===== config.mk =====
export PLATFORM = sky130hd
export DESIGN_NAME = updown_count_monitor
export DESIGN_NICKNAME = d
export VERILOG_FILES = /design/src/rtl/updown_mon_pkg.sv /design/src/rtl/updown_predict.sv /design/src/rtl/updown_count_monitor.sv
export SDC_FILE = /design/constraint.sdc
export NUM_CORES = 1
export LEC_CHECK = 0
export BUFFER_PORTS_ARGS = -buffer_cell sky130_fd_sc_hd__buf_2
export CAP_MARGIN = 30
export CORE_ASPECT_RATIO = 1.5
export CORE_MARGIN = 1
export CORE_UTILIZATION = 51
export CTS_BUF_LIST = sky130_fd_sc_hd__clkbuf_8
export DETAILED_ROUTE_END_ITERATION = 10
export PLACE_DENSITY = 0.77
export SLEW_MARGIN = 20
export SYNTH_ARGS = -nofsm -noshare
export SYNTH_HDL_FRONTEND = slang
export SYNTH_HIERARCHICAL = 1
export SYNTH_SLANG_ARGS = --single-unit

===== constraint.sdc =====
create_clock -name clk -period 2.5 [get_ports clk]
set_input_delay 0.25 -clock clk [delete_from_list [all_inputs] [get_ports clk]]
set_output_delay 0.25 -clock clk [all_outputs]
set_load 0.01 [all_outputs]

===== src/rtl/updown_mon_pkg.sv =====
// Shared types and constants for the up/down counter monitor.
package updown_mon_pkg;

  typedef enum logic [1:0] {
    ST_IDLE   = 2'd0,
    ST_ACQ    = 2'd1,
    ST_LOCKED = 2'd2
  } mon_state_e;

  localparam int unsigned LOCK_CNT_MAX = 15;
  localparam int unsigned MATCH_W      = $clog2(LOCK_CNT_MAX + 1);

endpackage


===== src/rtl/updown_predict.sv =====
// Combinational next-count predictor for the up/down counter monitor.
module updown_predict #(
  parameter int unsigned WIDTH = 3
) (
  input  logic [WIDTH-1:0] prev_cnt,
  input  logic             m,
  input  logic             ta,
  output logic [WIDTH-1:0] pred,
  output logic             wrap_cond
);

  localparam logic [WIDTH-1:0] CNT_ONE = WIDTH'(1);
  localparam logic [WIDTH-1:0] CNT_MAX = '1;

  always_comb begin
    pred      = prev_cnt;
    wrap_cond = 1'b0;
    if (ta) begin
      if (m) begin
        pred      = prev_cnt + CNT_ONE;
        wrap_cond = (prev_cnt == CNT_MAX);
      end else begin
        pred      = prev_cnt - CNT_ONE;
        wrap_cond = (prev_cnt == '0);
      end
    end
  end

endmodule


===== src/rtl/updown_count_monitor.sv =====
// Passive checker for the up/down counter: predicts each sample from the previous one,
// tracks lock, counts mismatches and flags wrap-around.
//
// state     | meaning
// ----------+----------------------------------------------------------
// ST_IDLE   | first edge after reset: capture sample only, no compare
// ST_ACQ    | counting consecutive matches toward LOCK_CNT, errors ignored
// ST_LOCKED | tracking; a mismatch pulses, counts an error and drops to ACQ
module updown_count_monitor
  import updown_mon_pkg::*;
#(
  parameter int unsigned WIDTH    = 3,
  parameter int unsigned ERR_W    = 8,
  parameter int unsigned LOCK_CNT = 2
) (
  input  logic             clk,
  input  logic             reset,
  input  logic             m,
  input  logic             ta,
  input  logic [WIDTH-1:0] count_in,
  input  logic             clr_err,
  output logic             locked,
  output logic             mismatch,
  output logic             wrap,
  output logic [WIDTH-1:0] expected,
  output logic [ERR_W-1:0] err_count
);

  // Out-of-range LOCK_CNT is clamped into 1..LOCK_CNT_MAX so the match counter cannot overrun.
  localparam int unsigned LOCK_CLAMP = (LOCK_CNT < 1) ? 1 :
                                       (LOCK_CNT > LOCK_CNT_MAX) ? LOCK_CNT_MAX : LOCK_CNT;
  localparam logic [MATCH_W-1:0] LOCK_TGT  = MATCH_W'(LOCK_CLAMP);
  localparam logic [MATCH_W-1:0] MATCH_ONE = MATCH_W'(1);
  localparam logic [ERR_W-1:0]   ERR_ONE   = ERR_W'(1);

  mon_state_e       state_q, state_d;
  logic [MATCH_W-1:0] match_q, match_d;
  logic [WIDTH-1:0] prev_cnt_q;
  logic             prev_m_q, prev_ta_q;
  logic [WIDTH-1:0] expected_q;
  logic [ERR_W-1:0] err_q, err_d;
  logic             locked_q, locked_d;
  logic             mismatch_q, mismatch_d;
  logic             wrap_q, wrap_d;

  logic [WIDTH-1:0] pred;
  logic             wrap_cond;
  logic             hit;

  updown_predict #(
    .WIDTH (WIDTH)
  ) u_predict (
    .prev_cnt  (prev_cnt_q),
    .m         (prev_m_q),
    .ta        (prev_ta_q),
    .pred      (pred),
    .wrap_cond (wrap_cond)
  );

  assign hit = (count_in == pred);

  always_ff @(posedge clk or negedge reset) begin
    if (!reset) begin
      state_q <= ST_IDLE;
    end else begin
      state_q <= state_d;
    end
  end

  always_comb begin
    state_d = state_q;
    match_d = match_q;
    unique case (state_q)
      ST_IDLE: begin
        state_d = ST_ACQ;
        match_d = '0;
      end
      ST_ACQ: begin
        if (hit) begin
          match_d = match_q + MATCH_ONE;
          if (match_d == LOCK_TGT) begin
            state_d = ST_LOCKED;
          end
        end else begin
          match_d = '0;
        end
      end
      ST_LOCKED: begin
        if (!hit) begin
          state_d = ST_ACQ;
          match_d = '0;
        end
      end
      default: begin
        state_d = ST_IDLE;
        match_d = '0;
      end
    endcase
  end

  always_comb begin
    locked_d   = (state_d == ST_LOCKED);
    mismatch_d = (state_q == ST_LOCKED) && !hit;
    wrap_d     = (state_q == ST_LOCKED) && hit && wrap_cond;
    err_d      = err_q;
    // Clear takes priority over a simultaneous increment.
    if (clr_err) begin
      err_d = '0;
    end else if (mismatch_d && (err_q != '1)) begin
      err_d = err_q + ERR_ONE;
    end
  end

  always_ff @(posedge clk or negedge reset) begin
    if (!reset) begin
      match_q    <= '0;
      prev_cnt_q <= '0;
      prev_m_q   <= 1'b0;
      prev_ta_q  <= 1'b0;
      expected_q <= '0;
      err_q      <= '0;
      locked_q   <= 1'b0;
      mismatch_q <= 1'b0;
      wrap_q     <= 1'b0;
    end else begin
      match_q    <= match_d;
      prev_cnt_q <= count_in;
      prev_m_q   <= m;
      prev_ta_q  <= ta;
      expected_q <= pred;
      err_q      <= err_d;
      locked_q   <= locked_d;
      mismatch_q <= mismatch_d;
      wrap_q     <= wrap_d;
    end
  end

  assign locked    = locked_q;
  assign mismatch  = mismatch_q;
  assign wrap      = wrap_q;
  assign expected  = expected_q;
  assign err_count = err_q;

endmodule

# == Yosys cells after proc, flatten, opt, wreduce, memory -nomap -nowiden ==
# Cells that the tools add are included.
# Widths: inputs -> output; s select.
# totals
register_bits,25
latchBits,0
mem_bits_rw,0
mem_bits_ro,0
out_inout_bits,14
elab_cells,43
mem_count,0
# classes
add_sub_neg,4
n_mul,0
div_mod_pow,0
order_cmp,0
eq_ne,8
n_shift,0
muxes,13
bitwise,0
n_reduce_logical,8
# op_table
cell,count
$mux 8,2
$add 8x1->8 const B,1
$mux 4,2
$ne 8x8->1 const B,1
$pmux 4 s2,1
$mux 2,3
$mux 3,2
$pmux 2 s3,1
$add 4x1->4 const B,1
$eq 2x2->1 const B,2
$eq 4x2->1 const B,1
$logic_and 1x1->1,4
$add 3x1->3 const B,1
$eq 3x3->1,1
$eq 3x3->1 const B,1
$logic_not 3->1,1
$sub 3x1->3 const B,1
$eq 2x1->1 const B,1
$logic_not 2->1,1
$mux 1,2
$ne 2x2->1 const B,1
$reduce_bool 2->1,1
$logic_not 1->1,1

# == Longest topological paths before layout ==
# Gate-level depths: netlist (run 1).
# logic_depth
depth_word,9
depth_mapped,10
mapped_depth_nobuf,9

# == Cells and area by module ==
# Netlist (run 1), hierarchy kept.
# by_module_without_submodules
mod,instances,cells_each,area_per_inst_um2,seq_area_each_um2
updown_count_monitor,1,104,1176.1,625.6
updown_predict,1,10,86.3,0.0

# == Worst setup path before layout (run 1) ==
# No wires, ideal clock.
# synth_timing
path_kind,reg2reg
start,reg prev_m_q
end,"reg err_q[5], in the netlist err_count[5]"
setup_time_ns,0.125
arrival_ns,2.300
t_required_ns,2.375
path_slack_ns,0.075
path_stages_with_launch,11
path_buffers,1
cell_sequence,dfrtp_1 > inv_1 > fa_1 > xnor2_1 > nand2_1 > xnor2_1 > xor2_1 > or3_1 > buf_6 > and4_1 > mux2_4
# synth_between
elab_chain_len,7
# synth_rtl
element,line,text
"start, declared",updown_count_monitor.sv:39,"logic prev_m_q, prev_ta_q;"
"start signal, assigned",updown_count_monitor.sv:128,prev_m_q <= m;
$mux 3,updown_predict.sv:19,if (m) begin
$mux 3,updown_predict.sv:18,if (ta) begin
via pred[2],updown_count_monitor.sv:46,logic [WIDTH-1:0] pred;
$eq 3x3->1,updown_count_monitor.sv:60,assign hit = (count_in == pred);
$logic_not 1->1,updown_count_monitor.sv:103,mismatch_d = (state_q == ST_LOCKED) && !hit;
$logic_and 1x1->1,updown_count_monitor.sv:103,
$logic_and 1x1->1,updown_count_monitor.sv:109,end else if (mismatch_d && (err_q != '1)) begin
$reduce_bool 2->1 (no source line),-,
"end signal, assigned",updown_count_monitor.sv:131,err_q <= err_d;
"end, declared",updown_count_monitor.sv:41,"logic [ERR_W-1:0] err_q, err_d;"
# The timed path passes the listed nets, and every way through them passes these cells.
# A chain may end at the register's enable or synchronous reset.

# == Worst setup path in the final report (run 1) ==
# layout_timing
start,reg prev_cnt_q[1]
end,"reg err_q[4], in the netlist err_count[4]"
# layout_between
elab_chain_len,8
elab_cells_between_ends,9
cone_classes,add/sub (2); eq/ne (1); mux (2); reduce/logical (4)
# layout_rtl
element,line,text
"start, declared",updown_count_monitor.sv:38,logic [WIDTH-1:0] prev_cnt_q;
"start signal, assigned",updown_count_monitor.sv:127,prev_cnt_q <= count_in;
$sub 3x1->3 / $add 3x1->3 (equally long branches),"updown_predict.sv:23, updown_predict.sv:20",
$mux 3 (*),updown_predict.sv:19,
$mux 3 (*),updown_predict.sv:18,
via pred[2],updown_count_monitor.sv:46,
$eq 3x3->1 (*),updown_count_monitor.sv:60,
$logic_not 1->1 (*),updown_count_monitor.sv:103,
$logic_and 1x1->1 (*),updown_count_monitor.sv:103,
$logic_and 1x1->1 (*),updown_count_monitor.sv:109,
$reduce_bool 2->1 (no source line) (*),-,
# The timed path passes the listed nets; every way through them passes the cells marked *.

==> results of run 1 <==
## worst max-delay path: stages, from the launching register on
cell and delay [ns]:
dfrtp_1 0.44, fa_2 0.43, xnor2_2 0.15, nand2_1 0.10, xnor2_2 0.19, xor2_1 0.22
o31ai_1 0.11, buf_4 0.18, or4_1 0.52, a21oi_2 0.12
## worst max-delay path by stage
stage | endpoint | from | depth (start not counted)
after floorplan | err_count[5] | prev_m_q | 10
final | err_count[4] | prev_cnt_q[1] | 9
after global routing | err_count[3] | prev_cnt_q[1] | 9
after global placement | err_count[3] | prev_cnt_q[0] | 9
after detailed placement | err_count[4] | prev_cnt_q[0] | 9
after CTS | err_count[4] | prev_cnt_q[0] | 9
## per-layer routing
layer | vias up | track usage [%] | share of wire (%)
li1 | 464 | - | -
met1 | 481 | 22.76 | 44
met2 | 11 | 31.82 | 53
met3 | 2 | 2.601 | 1.8
met4 | 0 | 7.031 | 0.87
met5 | - | 0 | 0
## registers in the layout (all words and copies together), names as in the netlist
signal,cells
prev_ta_q,1
wrap,1
expected,3
prev_m_q,1
err_count,8
mismatch,1
match_q,4
prev_cnt_q,3
locked,1
state_q,2
## cell usage in the layout, fill, tap and decap left out, types with 3 or more instances in the layout
| cell type | n |
|---|---|
| inv_1 | 5 |
| nand4_1 | 4 |
| ha_1 | 3 |
| buf_4 | 6 |
| nor2b_1 | 3 |
| o31ai_1 | 4 |
| dfrtp_1 | 25 |
| clkbuf_8 | 3 |
| nand2_1 | 3 |
| buf_2 | 21 |
| a21oi_1 | 6 |
| or4_1 | 3 |
| nor2_1 | 8 |
| xor2_1 | 5 |
## power groups by stage
stage | clock network [mW] | registers (mW) | logic [mW]
2_1_floorplan | 0 | 0.440 | 0.0551
3_3_place_gp | 0 | 0.440 | 0.0838
3_5_place_dp | 0 | 0.441 | 0.0873
4_1_cts | 0.237 | 0.433 | 0.0907
5_1_grt | 0.251 | 0.435 | 0.105
6_report | 0.229 | 0.434 | 0.0953
## layout make-up
cell class	count	area, sq um	share of cell area [%]
inverter	5	18.77	1.261
multi-input combinational	79	609.3	40.92
tap	23	28.78	1.933
clock buffer	3	41.29	2.773
sequential	25	625.6	42.02
clock inverter	1	5.005	0.3361
timing repair buffer	28	160.2	10.76
## per-stage QoR
| step | power (mW) | util [%] | setup WS, ns | instances | instance area [sq um] |
|---|---|---|---|---|---|
| global placement | 0.5239 | 60.48 | 0.1208 | 156 | 1383 |
| floorplan | 0.4955 | - | 0.07524 | 114 | 1262 |
| CTS | 0.7607 | 63.27 | 0.002744 | 161 | 1446 |
| global route | 0.7912 | 65.13 | -0.1430 | 164 | 1489 |
| detailed placement | 0.5284 | 60.48 | -0.002542 | 156 | 1383 |
| finish | 0.7576 | 65.13 | -0.02974 | 164 | 1489 |
## what timing repair did
item                                   in CTS  in global routing
setup endpoints to repair                   2                  6
gates resized for setup                     1                  4
buffers inserted                            0                  3
pin swaps                                   0                  6
hold buffers                                1                  0
endpoints found under the hold margin      25                  0
## cells by family after synthesis
family                   share of synthesized area (%)
adder cells (fa/ha/maj)                          4.559
buffers and inverters                            4.361
flip-flops                                       49.55
multiplexers                                     2.973
AND/OR/NAND/NOR                                  20.12
AO/OA/AOI/OAI                                    12.19
XOR/XNOR                                         6.243
==> summary.txt, run 1 <==
total number of vias = 958
maximum VDD drop = 0.0004368 V
Tot GR Track Use = 18.47%
DR DRC count = 0
post-synthesis sequential area ratio = 49.55%
total die area = 2683 sq um
ANT cells = 0
post-route ant nets = 0
core region area = 2286 sq um
Main synth FF type = dfrtp_1
Clock Path Buffers = 2
Seq pwr share = 57.2%
DP HPWL = 1679 um
first-pass GRT wire length = 3795 um
total length of routed wires = 2301 um
min Tclk post-route = 2.530 ns
Relative slew margins = 64.44%
Post-Route Setup TNS = -0.05728 ns
Tightest Hold Check Type = input port to register
TritonCTS clock tree = done
Gate Count Post-Synth = 114
hold path start = m
worst slew pin tran = 0.5335 ns
wire length per cell after detailed routing = 14.03 um
failing checks = setup timing
Port Buf Inserts = 21
Area growth syn-to-layout = 17.94%
crit-path max FO = 11
Initial Utilization = 55.23%
synth top area cells = dfrtp_1, xor2_1, ha_1
Die Span Y = 62.94 um
clock-pin slew on the worst setup and hold paths = 0.08 ns
Critical Path Source Type = register
crit end category = register
Synth area leader = dfrtp_1
Final setup violation count = 2
Net Count, Synth = 126
gpl congestion = 0.7749
Power Internal = 574.2 uW
Avg Vias per Cell = 5.841
H-tree levels = 1
pwr dens = 508.8 nW/um^2
DR iter-0 viols = 49
Hold Path End = prev_m_q
cell area after synthesis = 1262 sq um
synth cell count leaders = dfrtp_1, nor2_1, a21oi_1
Comb power frac = 12.6%
top-count cell post-synth = dfrtp_1
Post-synth ARST share = 100.0%
switching share of power = 24.21%
clock root buffer = clkbuf_8
post-synthesis register bit count = 25
Final Max Tran Viols = 0
max cap viols = 0
crit share post-route = 101.2%
Yosys warnings = 6
mean post-synth cell area = 11.07 sq um
Num Clock Sinks = 25
Remaining Overflow, GRT = 0
initial antenna violation count = 0
worst reg2reg path endpoint = err_count[4]
pin count of the biggest net entering global routing = 26
hold slack = 0.08822 ns
1st-pass router iterations = 4
FMAX = 395.3 MHz
total CTS buffers = 3
clock network fraction of design power = 30.2%
clk_lat worst skew = 0.26 ns
Final Hold Fails = 0
RSZ-0062 raised after global routing = true
Sw Pwr = 183.4 uW
total of fill cells in the finished design = 180
post-synthesis cell type count = 43
leak pwr = 0.6921 nW
CP arrival = 2.73 ns
worst path required time = 2.70 ns
Die Wd = 42.63 um
Worst Skew = 0.002481 ns
Cell Rows = 21
kind of critical path = register to register
status = finished with violations
r2r setup slk = -0.03 ns
vias in the first global route = 871
Synth top area share = 49.55%
R2R depth = 9
Ports = 22
reg-to-reg startpoint = prev_cnt_q[1]
layout net count = 154
fin worst setup slack = -0.02974 ns
number of synthesized flops with an enable pin = 0
worst hold path cell count = 1
layout cell share with drive strength beyond 1 = 30.50%
No activity file was read; power rests on OpenSTA's default activity.
==> run 2: changes to the inputs <==
--- a/config.mk
+++ b/config.mk
@@ -7,13 +7,13 @@
 export LEC_CHECK = 0
 export BUFFER_PORTS_ARGS = -buffer_cell sky130_fd_sc_hd__buf_2
 export CAP_MARGIN = 30
-export CORE_ASPECT_RATIO = 1.5
+export CORE_ASPECT_RATIO = 0.9
 export CORE_MARGIN = 1
 export CORE_UTILIZATION = 51
 export CTS_BUF_LIST = sky130_fd_sc_hd__clkbuf_8
 export DETAILED_ROUTE_END_ITERATION = 10
 export PLACE_DENSITY = 0.77
-export SLEW_MARGIN = 20
+export SLEW_MARGIN = 40
 export SYNTH_ARGS = -nofsm -noshare
 export SYNTH_HDL_FRONTEND = slang
 export SYNTH_HIERARCHICAL = 1
==> run 2 against run 1 <==
The run now ends clean; core utilization rose by 1.3 points; fmax rose by 3.0%; clock skew barely moved; non-clock buffer count rose by 1; die area fell by 0.15%; critical path depth did not move; combinational power rose by 0.8%; clock-buffer cell count did not move; global-route usage rose by 1.2 points; register-to-register slack improved by 0.07 ns; sequential share of layout area fell by 0.42 points; total power barely moved; critical path type unchanged; largest power group unchanged.
==> summary.txt, run 2 (synthesis gave the netlist of run 1 again) <==
Tightest Hold Check Type = input port to register
maximum VDD drop = 0.0004687 V
crit-path max FO = 11
critical path's largest stage delay = 0.51 ns
total die area = 2679 sq um
post-route ant nets = 0
most common cell after layout, fill and taps aside = dfrtp_1
Placement Cell Area = 1388 sq um
Tot GR Track Use = 19.63%
metal3 WL = 88 um
CP max stage cell = or4_1
Remaining Overflow, GRT = 0
1st-pass router iterations = 4
Die Wd = 54.45 um
Clock Path Buffers = 2
placed cell count = 160
clock network fraction of design power = 30.1%
min Tclk post-route = 2.455 ns
worst path required time = 2.69 ns
crit end category = register
worst slew pin tran = 0.5437 ns
Post-Route Setup TNS = 0 ns
Sw Pwr = 184.2 uW
met2 wire len = 1204 um
Final Hold Fails = 0
CP arrival = 2.65 ns
leak pwr = 0.6951 nW
RSZ-0062 raised after global routing = true
Initial Utilization = 55.81%
Die Span Y = 49.20 um
Worst Skew = 0.002238 ns
total CTS buffers = 3
crit path cell chain = fa_2, xnor2_1, nand2_1, xnor2_2, xor2_1, o31ai_1, buf_4, or4_1, a21oi_1
gpl congestion = 0.8250
Power Internal = 573.5 uW
utilization after layout = 66.48%
Final setup violation count = 0
ANT cells = 0
layout cell share with drive strength beyond 1 = 32.39%
kind of critical path = register to register
DR DRC count = 0
first-pass GRT wire length = 3719 um
Crit path max-delay family = simple AND/OR/NAND/NOR gates
clk_lat worst skew = 0.26 ns
Final Max Tran Viols = 0
Finished Layout Cells = 169
Area growth syn-to-layout = 19.13%
Worst Path Buf+Inv = 1
pwr dens = 503.8 nW/um^2
Seq pwr share = 57.2%
DP HPWL = 1715 um
wire length per cell after detailed routing = 14.15 um
total number of vias = 970
layout net count = 155
initial antenna violation count = 0
most frequent cells in the layout = dfrtp_1, buf_2, nor2_1, buf_4, a21oi_1
Num Clock Sinks = 25
switching share of power = 24.31%
TritonCTS clock tree = done
met1 WL = 1071 um
Cell Rows = 16
max cap viols = 0
vias in the first global route = 851
H-tree levels = 1
Relative slew margins = 63.75%
clock root buffer = clkbuf_8
Ports = 22
status = completed
Port Buf Inserts = 21
Top Layer Used = met4
Avg Vias per Cell = 5.740
total length of routed wires = 2392 um
FMAX = 407.3 MHz
clock-pin slew on the worst setup and hold paths = 0.08 ns
DR iter-0 viols = 16
max FFs per register = 8
pin count of the biggest net entering global routing = 26
Comb power frac = 12.7%
core region area = 2262 sq um
Design Area, Final = 1504 sq um
crit share post-route = 98.20%
Critical Path Source Type = register
-- run 2: final timing paths --
kind                            slack [ns]  depth (start not counted)           from           end
worst max-delay path                  0.04                          9  prev_cnt_q[0]  err_count[4]
max in group asynchronous             1.64                          2          reset  err_count[6]
worst min-delay path                  0.09                          1              m      prev_m_q
worst max register to register        0.04                          9  prev_cnt_q[0]  err_count[4]
worst min register to register        0.53                          1  prev_cnt_q[2]   expected[2]
min in group asynchronous             0.50                          2          reset      mismatch
-- run 2: power groups by stage --
stage | combinational, mW | clock (mW) | sequential, mW
3_3_place_gp | 0.0828 | 0 | 0.440
3_5_place_dp | 0.0870 | 0 | 0.441
6_report | 0.0961 | 0.228 | 0.434
5_1_grt | 0.109 | 0.247 | 0.436
4_1_cts | 0.0902 | 0.238 | 0.433
2_1_floorplan | 0.0551 | 0 | 0.440
-- run 2: stage by stage --
| step | hold WS (ns) | total power, mW | setup slack, ns |
|---|---|---|---|
| finish | 0.08933 | 0.7577 | 0.04492 |
| CTS | 0.08085 | 0.7613 | 0.04311 |
| global route | 0.07468 | 0.7922 | -0.1092 |
| detailed placement | 0.2761 | 0.5277 | -0.04207 |
| global placement | 0.2660 | 0.5229 | 0.1251 |
| floorplan | -0.04559 | 0.4955 | 0.07524 |
-- run 2: per-layer routing --
layer | up-vias | global-route usage (%)
met3 | 4 | 7.165
li1 | 466 | -
met4 | 0 | 4.701
met2 | 21 | 29.67
met1 | 479 | 26.53
met5 | - | 0
-- run 2: area by class of cell --
class / instances / area [sq um]
clock buffers: 3 / 41.29
clock inverters: 1 / 3.754
fillers: 171 / 758.2
inverters: 5 / 18.77
multi-input cells: 79 / 613.1
flip-flops and latches: 25 / 625.6
well taps: 27 / 33.78
repair buffers: 29 / 167.7
-- run 2: timing repair --
item                       CTS  global route
setup endpoints to repair    2             3
pin swaps                    1             3
resized for setup            2             6
hold endpoints to repair    25             0
setup buffers                0             4
hold buffers                 1             0
-- run 2: worst register-to-register path, stage by stage, from the launching register on --
cell and delay, ns:
dfrtp_1 0.43, fa_2 0.37, xnor2_1 0.13, nand2_1 0.10
xnor2_2 0.20, xor2_1 0.22, o31ai_1 0.09, buf_4 0.18
or4_1 0.51, a21oi_1 0.16
